==> src/rtl/nvram_upload.sv <==
// Upload-side ioctl responder: answers HPS read strobes with bytes fetched from a core RAM port,
// pausing the core CPU for the session. Optional `NVRAM_UPLOAD_CHECKSUM_EN adds a running-sum byte at SIZE.
module nvram_upload #(
  parameter int          AW     = 11,
  parameter int          SIZE   = 2048,
  parameter int          RD_LAT = 1,
  parameter logic [7:0]  FILL   = 8'hFF
) (
  input  logic          clk_sys,
  input  logic          reset,
  input  logic          ioctl_upload,
  input  logic          ioctl_rd,
  input  logic [24:0]   ioctl_addr,
  output logic [7:0]    ioctl_din,
  output logic          ioctl_wait,
  output logic          pause_req,
  input  logic          pause_ack,
  output logic [AW-1:0] ram_addr,
  output logic          ram_rd,
  input  logic [7:0]    ram_dout,
  output logic          upload_done
);

  typedef enum logic [2:0] {
    S_IDLE,
    S_PAUSE,
    S_READY,
    S_FETCH,
    S_DONE
  } state_t;

  localparam logic [24:0] ADDR_SIZE = 25'(SIZE);
  localparam logic [2:0]  LAT_LAST  = 3'(RD_LAT);

  state_t        state_q, state_d;
  logic [2:0]    lat_cnt_q, lat_cnt_d;
  logic [7:0]    din_q, din_d;
  logic [AW-1:0] ram_addr_q, ram_addr_d;
  logic          ram_rd_q, ram_rd_d;
  logic          in_range;
  logic          accept;
  logic          capture;
  logic [7:0]    oor_byte;

`ifdef NVRAM_UPLOAD_CHECKSUM_EN
  logic [7:0] sum_q, sum_d;

  function automatic logic [7:0] neg8(input logic [7:0] s);
    return 8'h00 - s;
  endfunction
`endif

  assign in_range = (ioctl_addr < ADDR_SIZE);
  assign accept   = (state_q == S_READY) && ioctl_upload && ioctl_rd;
  assign capture  = (state_q == S_FETCH) && ioctl_upload && (lat_cnt_q == LAT_LAST);

`ifdef NVRAM_UPLOAD_CHECKSUM_EN
  assign oor_byte = (ioctl_addr == ADDR_SIZE) ? neg8(sum_q) : FILL;
`else
  assign oor_byte = FILL;
`endif

  // State register and datapath flops
  always_ff @(posedge clk_sys) begin
    if (reset) begin
      state_q    <= S_IDLE;
      lat_cnt_q  <= 3'd0;
      din_q      <= 8'h00;
      ram_addr_q <= '0;
      ram_rd_q   <= 1'b0;
`ifdef NVRAM_UPLOAD_CHECKSUM_EN
      sum_q      <= 8'h00;
`endif
    end else begin
      state_q    <= state_d;
      lat_cnt_q  <= lat_cnt_d;
      din_q      <= din_d;
      ram_addr_q <= ram_addr_d;
      ram_rd_q   <= ram_rd_d;
`ifdef NVRAM_UPLOAD_CHECKSUM_EN
      sum_q      <= sum_d;
`endif
    end
  end

  // Next-state: a dropped upload ends the session from any active state
  always_comb begin
    state_d = state_q;
    case (state_q)
      S_IDLE:  if (ioctl_upload) state_d = S_PAUSE;
      S_PAUSE: begin
        if (!ioctl_upload)  state_d = S_DONE;
        else if (pause_ack) state_d = S_READY;
      end
      S_READY: begin
        if (!ioctl_upload)              state_d = S_DONE;
        else if (ioctl_rd && in_range) state_d = S_FETCH;
      end
      S_FETCH: begin
        if (!ioctl_upload)                state_d = S_DONE;
        else if (lat_cnt_q == LAT_LAST) state_d = S_READY;
      end
      S_DONE:  state_d = S_IDLE;
      default: state_d = S_IDLE;
    endcase
  end

  // Datapath next values: RAM request, returned byte, latency count
  always_comb begin
    lat_cnt_d  = (state_q == S_FETCH) ? lat_cnt_q + 3'd1 : 3'd0;
    din_d      = din_q;
    ram_addr_d = ram_addr_q;
    ram_rd_d   = 1'b0;
`ifdef NVRAM_UPLOAD_CHECKSUM_EN
    sum_d      = sum_q;
    if (state_q == S_IDLE && ioctl_upload) sum_d = 8'h00;
`endif
    if (accept) begin
      if (in_range) begin
        ram_addr_d = ioctl_addr[AW-1:0];
        ram_rd_d   = 1'b1;
      end else begin
        din_d = oor_byte;
      end
    end
    if (capture) begin
      din_d = ram_dout;
`ifdef NVRAM_UPLOAD_CHECKSUM_EN
      sum_d = sum_q + ram_dout;
`endif
    end
  end

  // Outputs decoded from state; DONE keeps pause_req so it drops one cycle after the pulse
  always_comb begin
    pause_req   = (state_q == S_PAUSE) || (state_q == S_READY) ||
                  (state_q == S_FETCH) || (state_q == S_DONE);
    ioctl_wait  = (state_q == S_PAUSE) || (state_q == S_FETCH);
    upload_done = (state_q == S_DONE);
    ioctl_din   = din_q;
    ram_addr    = ram_addr_q;
    ram_rd      = ram_rd_q;
  end

endmodule

==> config.mk <==
export PLATFORM = sky130hd
export DESIGN_NAME = nvram_upload
export DESIGN_NICKNAME = d
export VERILOG_FILES = /design/src/rtl/nvram_upload.sv
export SDC_FILE = /design/constraint.sdc
export NUM_CORES = 1
export LEC_CHECK = 0
export ABC_AREA = 1
export CORE_UTILIZATION = 31
export CTS_CLUSTER_DIAMETER = 80
export DETAILED_ROUTE_END_ITERATION = 7
export PLACE_DENSITY = 0.65
export SYNTH_ARGS = -nofsm -noshare
export SYNTH_HDL_FRONTEND = slang
export SYNTH_SLANG_ARGS = --single-unit
export TNS_END_PERCENT = 50
==> constraint.sdc <==
create_clock -name clk_sys -period 2.09 [get_ports clk_sys]
set_input_delay 0.3135 -clock clk_sys [delete_from_list [all_inputs] [get_ports clk_sys]]
set_output_delay 0.3135 -clock clk_sys [all_outputs]
set_load 0.02 [all_outputs]
======== Word-level counts from Yosys, hierarchy flattened ========
Cells that the tools add are included.
word-level totals
  register bits ........................... 26
  word-level logic and storage cells ...... 47
  output and inout port bits .............. 23
operators by class
  muxes and demuxes ....................... 12
  bitwise gates (word level) .............. 2
  $add $sub $neg .......................... 1
  order comparisons ....................... 1
  equality and inequality tests ........... 10
  reductions and logical operators ........ 16
operators by type and width
  operator                count
  $lt A25 B12 Y1 const B  1
  $mux W8                 3
  $mux W3                 7
  $pmux W3 S4             1
  $eq A3 B1 Y1 const B    2
  $eq A3 B2 Y1 const B    2
  $ne A3 B3 Y1 const B    2
  $logic_and A1 B1 Y1     5
  $logic_or A1 B1 Y1      4
  $reduce_and A2 Y1       2
  $reduce_and A4 Y1       1
  $reduce_or A2 Y1        2
  $add A3 B1 Y3 const B   1
  $eq A3 B3 Y1 const B    1
  $logic_not A3 Y1        1
  $ne A3 B2 Y1 const B    1
  $ne A2 B1 Y1 const B    1
  $ne A2 B2 Y1 const B    1
  $not A1 Y1              2
  $reduce_bool A2 Y1      1
  $mux W1                 1

======== Depth between registers and ports, before layout ========
Gate-level depths: netlist (run 1).
  depth in word-level cells ............... 5
  mapped depth ............................ 10

======== Worst setup path before layout (run 1) ========
OpenSTA, ideal clock, no wires.
  path type ............................... reg2out
  start ................................... register state_q[2]
  end ..................................... output pause_req
  buffers on the path ..................... 0
  cell stages (with the launch flop) ...... 4
  data required time ...................... 1.776 ns
  path slack .............................. 0.542 ns
  arrival time ............................ 1.235 ns
  path through ............................ dfxtp_1 inv_1 nor3_1 or2_2
between the ends
  elaborated cells on any way between the ends .. 7
  classes of those cells .................. 4 x eq/ne; 3 x reduce/logical
RTL lines
  item                    RTL line  source
  start, declared         35        state_t state_q, state_d;
  start signal, assigned  75        state_q <= state_d;
  $eq A3 B3 Y1            -
  net upload_done         21        output logic upload_done
  $logic_or A1 B1 Y1      137       (state_q == S_FETCH) || (state_q == S_DONE);
  end, declared           16        output logic pause_req,
The timed path passes the listed nets, and every way through them passes these cells.

======== Worst setup path in the final report (run 1) ========
  start ................................... register state_q[0]
  end ..................................... output pause_req
between the ends
  word-level cells in the longest chain between the ends .. 4
  elaborated cells on any way between the ends .. 7
  classes of those cells .................. 4 x eq/ne; 3 x reduce/logical
RTL lines
  item                                                 RTL line  source
  $eq A3 B1 Y1 / $eq A3 B2 Y1 (equally long branches)  136       pause_req = (state_q == S_PAUSE) || (state_q == S_READY) ||
  $logic_or A1 B1 Y1 (2 in series)                     136
  $logic_or A1 B1 Y1 (*)                               137
Every way passes the cells marked *; elsewhere a longest branch is shown, timed or not.

==> results of run 1 <==
[worst paths after layout]
check / slack, ns / cells after the start / endpoint / from
worst max register to register: 0.67 / 6 / ram_addr[10] / state_q[0]
worst min-delay path: 0.47 / 2 / ram_addr[5] / ram_addr[5]
worst max-delay path: 0.09 / 4 / pause_req / state_q[0]
worst min register to register: 0.47 / 2 / ram_addr[5] / ram_addr[5]
[registers in the layout (all words and copies together) (netlist names)]
| register | count |
|---|---|
| ioctl_din | 8 |
| state_q | 3 |
| ram_addr | 11 |
| lat_cnt_q | 3 |
| ram_rd | 1 |
[kinds of logic after synthesis]
logic type,count (synthesis),share of synthesized area (%)
AND/OR/NAND/NOR,74,31.5
AO/OA/AOI/OAI,29,14.1
flip-flops,26,44.4
buffers and inverters,20,7.15
adder cells (fa/ha/maj),2,2.13
XOR/XNOR,1,0.747
[metrics by stage]
step           util (%)  setup WS [ns]  instances
3_5_place_dp       52.4          0.144        256
3_3_place_gp       52.4          0.248        256
2_1_floorplan         -          0.542        152
4_1_cts            54.0         0.0223        260
5_1_grt            54.1        0.00125        260
6_report           54.1         0.0908        260
[Yosys cell counts]
cell / count
nor2_4: 1
or2_2: 1
a21oi_1: 13
o21ai_0: 8
nand3_2: 1
dfxtp_1: 26
o21bai_1: 8
nor2_8: 2
buf_2: 1
nor3_1: 2
or2_4: 1
buf_6: 1
nor4_1: 1
ha_1: 2
and2_1: 1
clkbuf_1: 1
nand2_4: 1
nand3_1: 3
nand2_1: 39
nand4_1: 1
inv_1: 17
nor2_2: 1
nand2_2: 2
nor2_1: 16
nand4_2: 1
xnor2_1: 1
[power breakdown]
part           switching, mW  total [mW]  internal, mW  leakage, nW
Combinational          0.109       0.242         0.133        0.617
Sequential            0.0166       0.529         0.513        0.210
Clock                  0.149       0.317         0.168       0.0288
[layer usage]
| layer | track usage [%] | vias up |
|---|---|---|
| li1 | - | 605 |
| met1 | 17.4 | 506 |
| met2 | 25.4 | 48 |
| met3 | 5.07 | 2 |
| met4 | 2.56 | 0 |
| met5 | 0 | - |
[worst min-delay path, cell delays in order, from the launching register on]
cell	delay [ns]
dfxtp_1	0.32
nand2_1	0.06
a21oi_1	0.05
[final cells by class]
class | count | area, sq um | share of cell area, %
flip-flops and latches | 26 | 520 | 27.8
multi-input cells | 106 | 571 | 30.4
well taps | 46 | 57.6 | 3.07
clock buffers | 4 | 55.1 | 2.94
inverters | 17 | 63.8 | 3.40
repair buffers | 61 | 608 | 32.4
[timing repair]
action,in CTS,in global routing
endpoints found under the hold margin,0,0
setup buffers,0,0
endpoints found under the setup margin,0,1
gates resized for setup,0,1
==> reports/qor.yml, run 1 <==
power_and_ir_drop:
  total_power_mw: 1.09
  irDropWorstVdd_mv: 0.491
  leakage_nw: 0.856
  power_density_mw_per_mm2: 580
sta:
  max_freq_ghz: 0.500
  tns_ns: 0
  fin_crit_ns: 2.00
  timing.hold.ws_ns: 0.466
  worst_slew_pin_slew_ns: 0.407
  relSlewSlack_pct: 72.8
  min_period_over_period_pct: 95.7
  hold_viol_final: 0
  finalMaxSlewViolations: 0
  rsz0062_at_grt: "false"
  finalSetupViolations: 0
  fin_skew_ns: 0.00784
final_layout:
  final_area_sq_mm: 0.00188
  nNetsFinal: 255
  final_cell_mix: "clkdlybuf4s50_1, nand2_1, dfxtp_1, inv_1, nor2_1"
  num_antenna_cells: 0
  drive_gt1_share_pct: 7.94
  fill_cells: 346
  synthToLayoutAreaGrowth_pct: 60.0
  mostFrequentLayoutCell: "clkdlybuf4s50_1"
floorplan:
  die_h_um: 63.5
  dieWidth_um: 63.5
  start_util_pct: 33.8
  fp.coreArea_sq_mm: 0.00347
  core.rowCount: 21
  pin_count: 61
  die-area_sq_mm: 0.00403
grt:
  grt_util_all_layers_pct: 14.6
  grt-ovfl-total: 0
  grt_pass1_wl_um: 4750
  antenna_found_initial: 0
  grt_max_degree: 15
  grt_pass1_vias: 1120
synth:
  syn_area_per_cell_sq_um: 7.71
  seq_area_frac_synth_pct: 44.4
  syn_nets: 192
  synth.distinct_cells: 26
  yosysTopAreaCell: "dfxtp_1"
  yosys_register_bits: 26
  yosysWarnings: 0
  synth_area_leaders: "dfxtp_1, nand2_1, a21oi_1"
  synthCells: 152
  mappedNetlistArea_sq_mm: 0.00117
  yosysTopAreaCellShare_pct: 44.4
clocking:
  insertion_delay_ns: 0.27
  clkSinkCount: 26
  h-tree-depth: 1
  tritoncts: "built"
  clockBufferDepth: 2
  clockRootBuffer: "clkbuf_8"
  cts_hold_buf: 0
  clk_pin_slew_worst_paths_ns: 0.09
  cts_inserted_buffers: 3
detailed_routing:
  route.detailed.drc: 0
  vias: 1161
  drt_iter0_drc: 69
  ant_nets: 0
  wl_met1_um: 1290
  wl_met3_um: 221
  avgViaCountPerCell: 4.47
  avgRoutedWirePerCell_um: 10.6
  dr.max_layer_used: "met4"
  dr_wl_met2_um: 1230
  firstDrtPassIters: 4
  drt_wl_total_um: 2750
job:
  maxCapViolCount: 0
critical_path:
  cpPeakStageDelay_ns: 0.53
  cp.required_ns: 1.78
  worstPathCellList: "nor2_2 -> nor2_1 -> or2_2 -> clkdlybuf4s50_1"
  critPathMaxFanout: 4
  worstPathArrival_ns: 1.69
  cpMaxStageDelayCell: "clkdlybuf4s50_1"
  crit_buf_inv: 1
  path_class: "flip-flop to primary output"
  crit_path_start_kind: "flip-flop"
  crit_family: "simple AND/OR/NAND/NOR gates"
  cp-end-kind: "primary output"
worst_hold_path:
  hp-class: "flip-flop to flip-flop"
placed_design:
  portBuffers: 60
  placed_area_sq_mm: 0.00182
  dp_hpwl_um: 2170
  place.gp.congestion: 0.726
run_status:
  status: "complete, no violations"
No activity file was read; power rests on OpenSTA's default activity.
==> inputs of run 2 (changes only) <==
- CORE_ASPECT_RATIO: default -> 1.2
==> run 2 against run 1 <==
  * Critical path depth is 1 lower
  * Flip-flop and latch count stayed put
  * Die area hardly changed
  * Largest power group unchanged
  * Register-to-register slack worse by 0.06 ns
==> reports/qor.yml, run 2 (synthesis results as in run 1) <==
grt:
  antenna_found_initial: 0  # unchanged
  grt_util_all_layers_pct: 14.0  # -0.60 points
  grt-ovfl-total: 0  # unchanged
  grt_pass1_vias: 1119  # -0.089%
  grt_max_degree: 16  # +1
  grt_pass1_wl_um: 4550  # -4.4%
placed_design:
  dp_hpwl_um: 1970  # -9.3%
  place.gp.congestion: 0.816  # +12%
  dp_slack_ns: 0.248  # +0.104 ns
  dp.cells: 263  # +2.7%
  portBuffers: 60  # unchanged
final_layout:
  final_cell_mix: "clkdlybuf4s50_1, nand2_1, dfxtp_1, inv_1, nor2_1"
  final_cells: 267  # +2.7%
  nNetsFinal: 256  # +0.39%
  num_antenna_cells: 0  # unchanged
  mostFrequentLayoutCell: "clkdlybuf4s50_1"
  largest_register_ffs: 11  # unchanged
  fill_cells: 348  # +0.58%
  synthToLayoutAreaGrowth_pct: 63.1
  drive_gt1_share_pct: 8.37  # +0.43 points
detailed_routing:
  avgViaCountPerCell: 4.26  # -4.6%
  avgRoutedWirePerCell_um: 9.72  # -8.2%
  drt_wl_total_um: 2590  # -5.8%
  route.detailed.drc: 0  # unchanged
  ant_nets: 0  # unchanged
  vias: 1138  # -2.0%
  drt_iter0_drc: 60  # -13%
  firstDrtPassIters: 4  # unchanged
critical_path:
  cp.required_ns: 1.78  # about the same
  cpMaxStageDelayCell: "clkdlybuf4s50_1"
  cpPeakStageDelay_ns: 0.64  # +0.11 ns
  critPathMaxFanout: 5  # +1
  worstPathArrival_ns: 1.63  # -0.06 ns
  cp-end-kind: "primary output"
  crit_path_start_kind: "flip-flop"
  worstPathCellList: "inv_1 -> nor3_2 -> clkdlybuf4s50_1"
  path_class: "flip-flop to primary output"
sta:
  setup_ws_ns: 0.151  # +0.0605 ns
  relSlewSlack_pct: 70.4  # -2.4 points
  min_period_over_period_pct: 92.8  # -2.9 points
  worst_slew_pin_slew_ns: 0.442  # +0.0356 ns
  hold_viol_final: 0  # unchanged
  fin_skew_ns: 0.000932  # -0.00691 ns
  fin_crit_ns: 1.94  # -0.0605 ns
  rsz0062_at_grt: "false"
  finalSetupViolations: 0  # unchanged
  tns_ns: 0  # unchanged
  timing.hold.ws_ns: 0.467  # +0.00110 ns
  max_freq_ghz: 0.516  # +3.1%
  finalMaxSlewViolations: 0  # unchanged
floorplan:
  start_util_pct: 32.3  # -1.5 points
  dieWidth_um: 58.1  # -8.4%
  pin_count: 61  # unchanged
  die-area_sq_mm: 0.00403  # about the same
  die_h_um: 69.4  # +9.2%
  core.rowCount: 24  # +14%
  fp.coreArea_sq_mm: 0.00363  # +4.8%
power_and_ir_drop:
  total_power_mw: 1.18  # +8.6%
  irDropWorstVdd_mv: 0.308  # -37%
  power_density_mw_per_mm2: 619  # +6.6%
  leakage_nw: 0.882  # +3.0%
clocking:
  h-tree-depth: 1  # unchanged
  postCtsSetupBuffers: 0  # unchanged
  clockBufferDepth: 2  # unchanged
  clockRootBuffer: "clkbuf_8"
  cts_inserted_buffers: 3  # unchanged
  clkSinkCount: 26  # unchanged
  insertion_delay_ns: 0.27  # about the same
  tritoncts: "built"
  clk_pin_slew_worst_paths_ns: 0.09  # about the same
worst_hold_path:
  hp-class: "flip-flop to flip-flop"
run_status:
  status: "complete, no violations"
job:
  maxCapViolCount: 0  # unchanged
run 2: cell types whose count changed in the layout (fill, tap and decap cells not counted), sizes merged:
cell | before | now
buf | 1 | 2
bufinv | 0 | 1
clkbuf | 4 | 3
clkdlybuf4s50 | 60 | 59
dlymetal6s2s | 0 | 1
run 2: worst paths after layout:
path                             startpoint      endpoint  slack (ns)  cells past startpoint
worst max-delay path             state_q[2]   upload_done        0.15                      3
worst min-delay path            ram_addr[3]   ram_addr[3]        0.47                      2
worst max register to register   state_q[0]  ram_addr[10]        0.61                      6
worst min register to register  ram_addr[3]   ram_addr[3]        0.47                      2
run 2: repair_timing:
item	in CTS	in global routing
hold buffers	0	0
pin swaps	0	0
setup endpoints to repair	1	1
gates resized for setup	1	1
run 2: worst max-delay path, delay by kind of cell, from the launching register on:
family / cells / cell delay (ns)
AND/OR/NAND/NOR: 1 / 0.18
flip-flops: 1 / 0.42
buffers and inverters: 2 / 0.76
run 2: stage by stage:
| step | utilization [%] | cell area [sq um] |
|---|---|---|
| 6_report | 52.6 | 1910 |
| 5_1_grt | 52.6 | 1910 |
| 4_1_cts | 52.5 | 1910 |
| 3_5_place_dp | 50.4 | 1830 |
| 3_3_place_gp | 50.4 | 1830 |
| 2_1_floorplan | - | 1170 |
run 2: routing by layer:
layer,GRT usage (%),wire (um),up-vias
li1,-,-,609
met1,16.8,1160,474
met2,23.4,1170,51
met3,3.73,214,4
met4,5.56,45,0
met5,0,0,-
run 2: layout make-up:
type	instances	area [sq um]	area share, %
Sequential cell	26	520	27.2
Inverter	17	63.8	3.34
Clock inverter	1	30.0	1.57
Timing Repair Buffer	62	618	32.3
Clock buffer	3	41.3	2.16
Multi-Input combinational cell	106	573	30.0
Tap cell	52	65.1	3.40
run 2: report_power, final:
part	internal, mW	total [mW]	switching, mW	leakage (nW)
clock	0.256	0.412	0.156	0.0357
sequential	0.513	0.530	0.0179	0.210
combinational	0.132	0.240	0.107	0.636
total	0.901	1.18	0.281	0.882
==> inputs of run 3 (changes only) <==
- SETUP_SLACK_MARGIN: default -> 0.15
- TNS_END_PERCENT: 50 -> default
==> run 3 against run 2 <==
  * Combinational power is 3% lower
  * Highest routed layer unchanged
  * Register-to-register slack is essentially flat
  * Global-route usage stayed put
  * Sequential share of layout area barely moved
  * First-iteration DRC count unchanged
  * Utilization fell by 0.069 points
  * Clock power about the same
  * Setup slack improved by 0.13 ns
==> reports/qor.yml, run 3 (synthesis results as in run 1) <==
power_and_ir_drop:
  power.share.sequential_pct: 45.1  # +0.2 points
  power_density_mw_per_mm2: 616  # -0.37%
  swShare_pct: 23.9  # +0.083 points
  irDropWorstVdd_mv: 0.308  # about the same
  leakage_nw: 0.891  # +1.1%
  power_frac_clock_pct: 35.0  # about the same
  internal-power_mw: 0.896  # -0.61%
  power.share.combinational_pct: 19.9  # -0.4 points
  p_sw_mw: 0.281  # -0.16%
grt:
  antenna_found_initial: 0  # unchanged
  grt_pass1_wl_um: 4550  # unchanged
  grt_pass1_vias: 1119  # unchanged
  grt_util_all_layers_pct: 14.0  # unchanged
  grt_max_degree: 16  # unchanged
  grt-ovfl-total: 0  # unchanged
critical_path:
  crit_path_start_kind: "flip-flop"
  critPathMaxFanout: 5  # unchanged
  cp.required_ns: 1.78  # about the same
  r2r_start: "state_q[0]"
  worstRegToRegCells: 6  # unchanged
  cp-end-kind: "primary output"
  cp_common_cell: "nor2_1"
  path_class: "flip-flop to primary output"
  cpPeakStageDelay_ns: 0.37  # -0.27 ns
  worstPathCellList: "nor2_1 -> nor2_1 -> or2_2 -> dlygate4sd2_1"
  worstPathArrival_ns: 1.49  # -0.14 ns
  cpMaxStageDelayCell: "dfxtp_1"
  reg2reg_to: "ram_addr[10]"
  r2r_setup_slack_ns: 0.61  # about the same
worst_hold_path:
  hold_end: "ram_addr[3]"
  min_path_cells: 2  # unchanged
  holdCritStartpoint: "ram_addr[3]"
  hp-class: "flip-flop to flip-flop"
final_layout:
  nNetsFinal: 256  # unchanged
  synthToLayoutAreaGrowth_pct: 62.9
  drive_gt1_share_pct: 8.37  # unchanged
  final_cell_mix: "clkdlybuf4s50_1, nand2_1, dfxtp_1, inv_1, nor2_1"
  final_area_sq_mm: 0.00191  # -0.13%
  num_antenna_cells: 0  # unchanged
  mostFrequentLayoutCell: "clkdlybuf4s50_1"
  fill_cells: 346  # -0.57%
  largest_register_ffs: 11  # unchanged
clocking:
  postCtsSetupBuffers: 0  # unchanged
  h-tree-depth: 1  # unchanged
  clockRootBuffer: "clkbuf_8"
  clkSinkCount: 26  # unchanged
  clockBufferDepth: 2  # unchanged
  cts_hold_buf: 0  # unchanged
  cts_inserted_buffers: 3  # unchanged
  clk_pin_slew_worst_paths_ns: 0.09  # about the same
  tritoncts: "built"
  insertion_delay_ns: 0.27  # about the same
detailed_routing:
  drt_iter0_drc: 60  # unchanged
  avgRoutedWirePerCell_um: 9.70  # -0.15%
  drt_wl_total_um: 2590  # -0.15%
  firstDrtPassIters: 4  # unchanged
  avgViaCountPerCell: 4.26  # unchanged
  route.detailed.drc: 0  # unchanged
  ant_nets: 0  # unchanged
  vias: 1138  # unchanged
placed_design:
  portBuffers: 60  # unchanged
  dp_hpwl_um: 1970  # unchanged
  place.gp.congestion: 0.816  # unchanged
  placed_area_sq_mm: 0.00183  # unchanged
sta:
  finalMaxSlewViolations: 0  # unchanged
  worst_slew_pin_slew_ns: 0.442  # -0.000138 ns
  rsz0062_at_grt: "false"
  tns_ns: 0  # unchanged
  max_freq_ghz: 0.553  # +7.2%
  finalSetupViolations: 0  # unchanged
  relSlewSlack_pct: 70.4  # about the same
  fin_skew_ns: 0.000932  # unchanged
  fin_crit_ns: 1.81  # -0.131 ns
  min_period_over_period_pct: 86.5  # -6.3 points
  hold_viol_final: 0  # unchanged
job:
  maxCapViolCount: 0  # unchanged
floorplan:
  dieWidth_um: 58.1  # unchanged
  fp.coreArea_sq_mm: 0.00363  # unchanged
  die_h_um: 69.4  # unchanged
  start_util_pct: 32.3  # unchanged
  core.rowCount: 24  # unchanged
  pin_count: 61  # unchanged
  die-area_sq_mm: 0.00403  # unchanged
run_status:
  status: "complete, no violations"
run 3: metrics by stage:
stage | hold slack, ns | cells | worst slack (ns) | util, % | total power, mW
floorplan | 0.383 | 152 | 0.542 | - | 0.651
global placement | 0.434 | 263 | 0.252 | 50.4 | 0.783
detailed placement | 0.456 | 263 | 0.248 | 50.4 | 0.782
CTS | 0.470 | 267 | 0.194 | 52.5 | 1.20
global route | 0.487 | 267 | 0.187 | 52.5 | 1.24
finish | 0.467 | 267 | 0.282 | 52.5 | 1.18
run 3: routing by layer:
| metal | share of wire, % | wire length (um) | global-route usage [%] |
|---|---|---|---|
| met5 | 0 | 0 | 0 |
| met4 | 1.7 | 45 | 5.56 |
| met3 | 8.3 | 214 | 3.73 |
| met2 | 45 | 1170 | 23.4 |
| met1 | 45 | 1160 | 16.8 |
run 3: critical path, delay by kind of cell (launching register included):
kind,cells,cell delay (ns)
flip-flops,1,0.37
buffers and inverters,1,0.32
AND/OR/NAND/NOR,3,0.53
run 3: area by class of cell:
class	instances	area [sq um]	area share (%)
Timing Repair Buffer	62	616	32.2
Sequential cell	26	520	27.3
Tap cell	52	65.1	3.41
Multi-Input combinational cell	106	573	30.0
Clock inverter	1	30.0	1.57
Clock buffer	3	41.3	2.16
Inverter	17	63.8	3.34
run 3: repair_timing:
action,4_1_cts,5_1_grt
gates resized for setup,3,1
endpoints found under the setup margin,2,1
pin swaps,0,0
run 3: how the worst max path moves through the flow:
stage                             from            to  slack (ns)  cells after the start
final                       state_q[1]     pause_req        0.28                      4
after global placement      state_q[2]     pause_req        0.25                      4
after CTS                   state_q[0]    ioctl_wait        0.19                      3
after detailed placement  ioctl_upload  ram_addr[10]        0.25                      6
after floorplan             state_q[2]     pause_req        0.54                      3
after global routing        state_q[1]     pause_req        0.19                      4
run 3: power by group through the flow:
stage	registers (mW)	logic, mW	clock network, mW
after floorplan	0.546	0.105	0
after global placement	0.540	0.242	0
after detailed placement	0.540	0.242	0
after CTS	0.530	0.238	0.429
after global routing	0.534	0.260	0.449
final	0.530	0.234	0.412
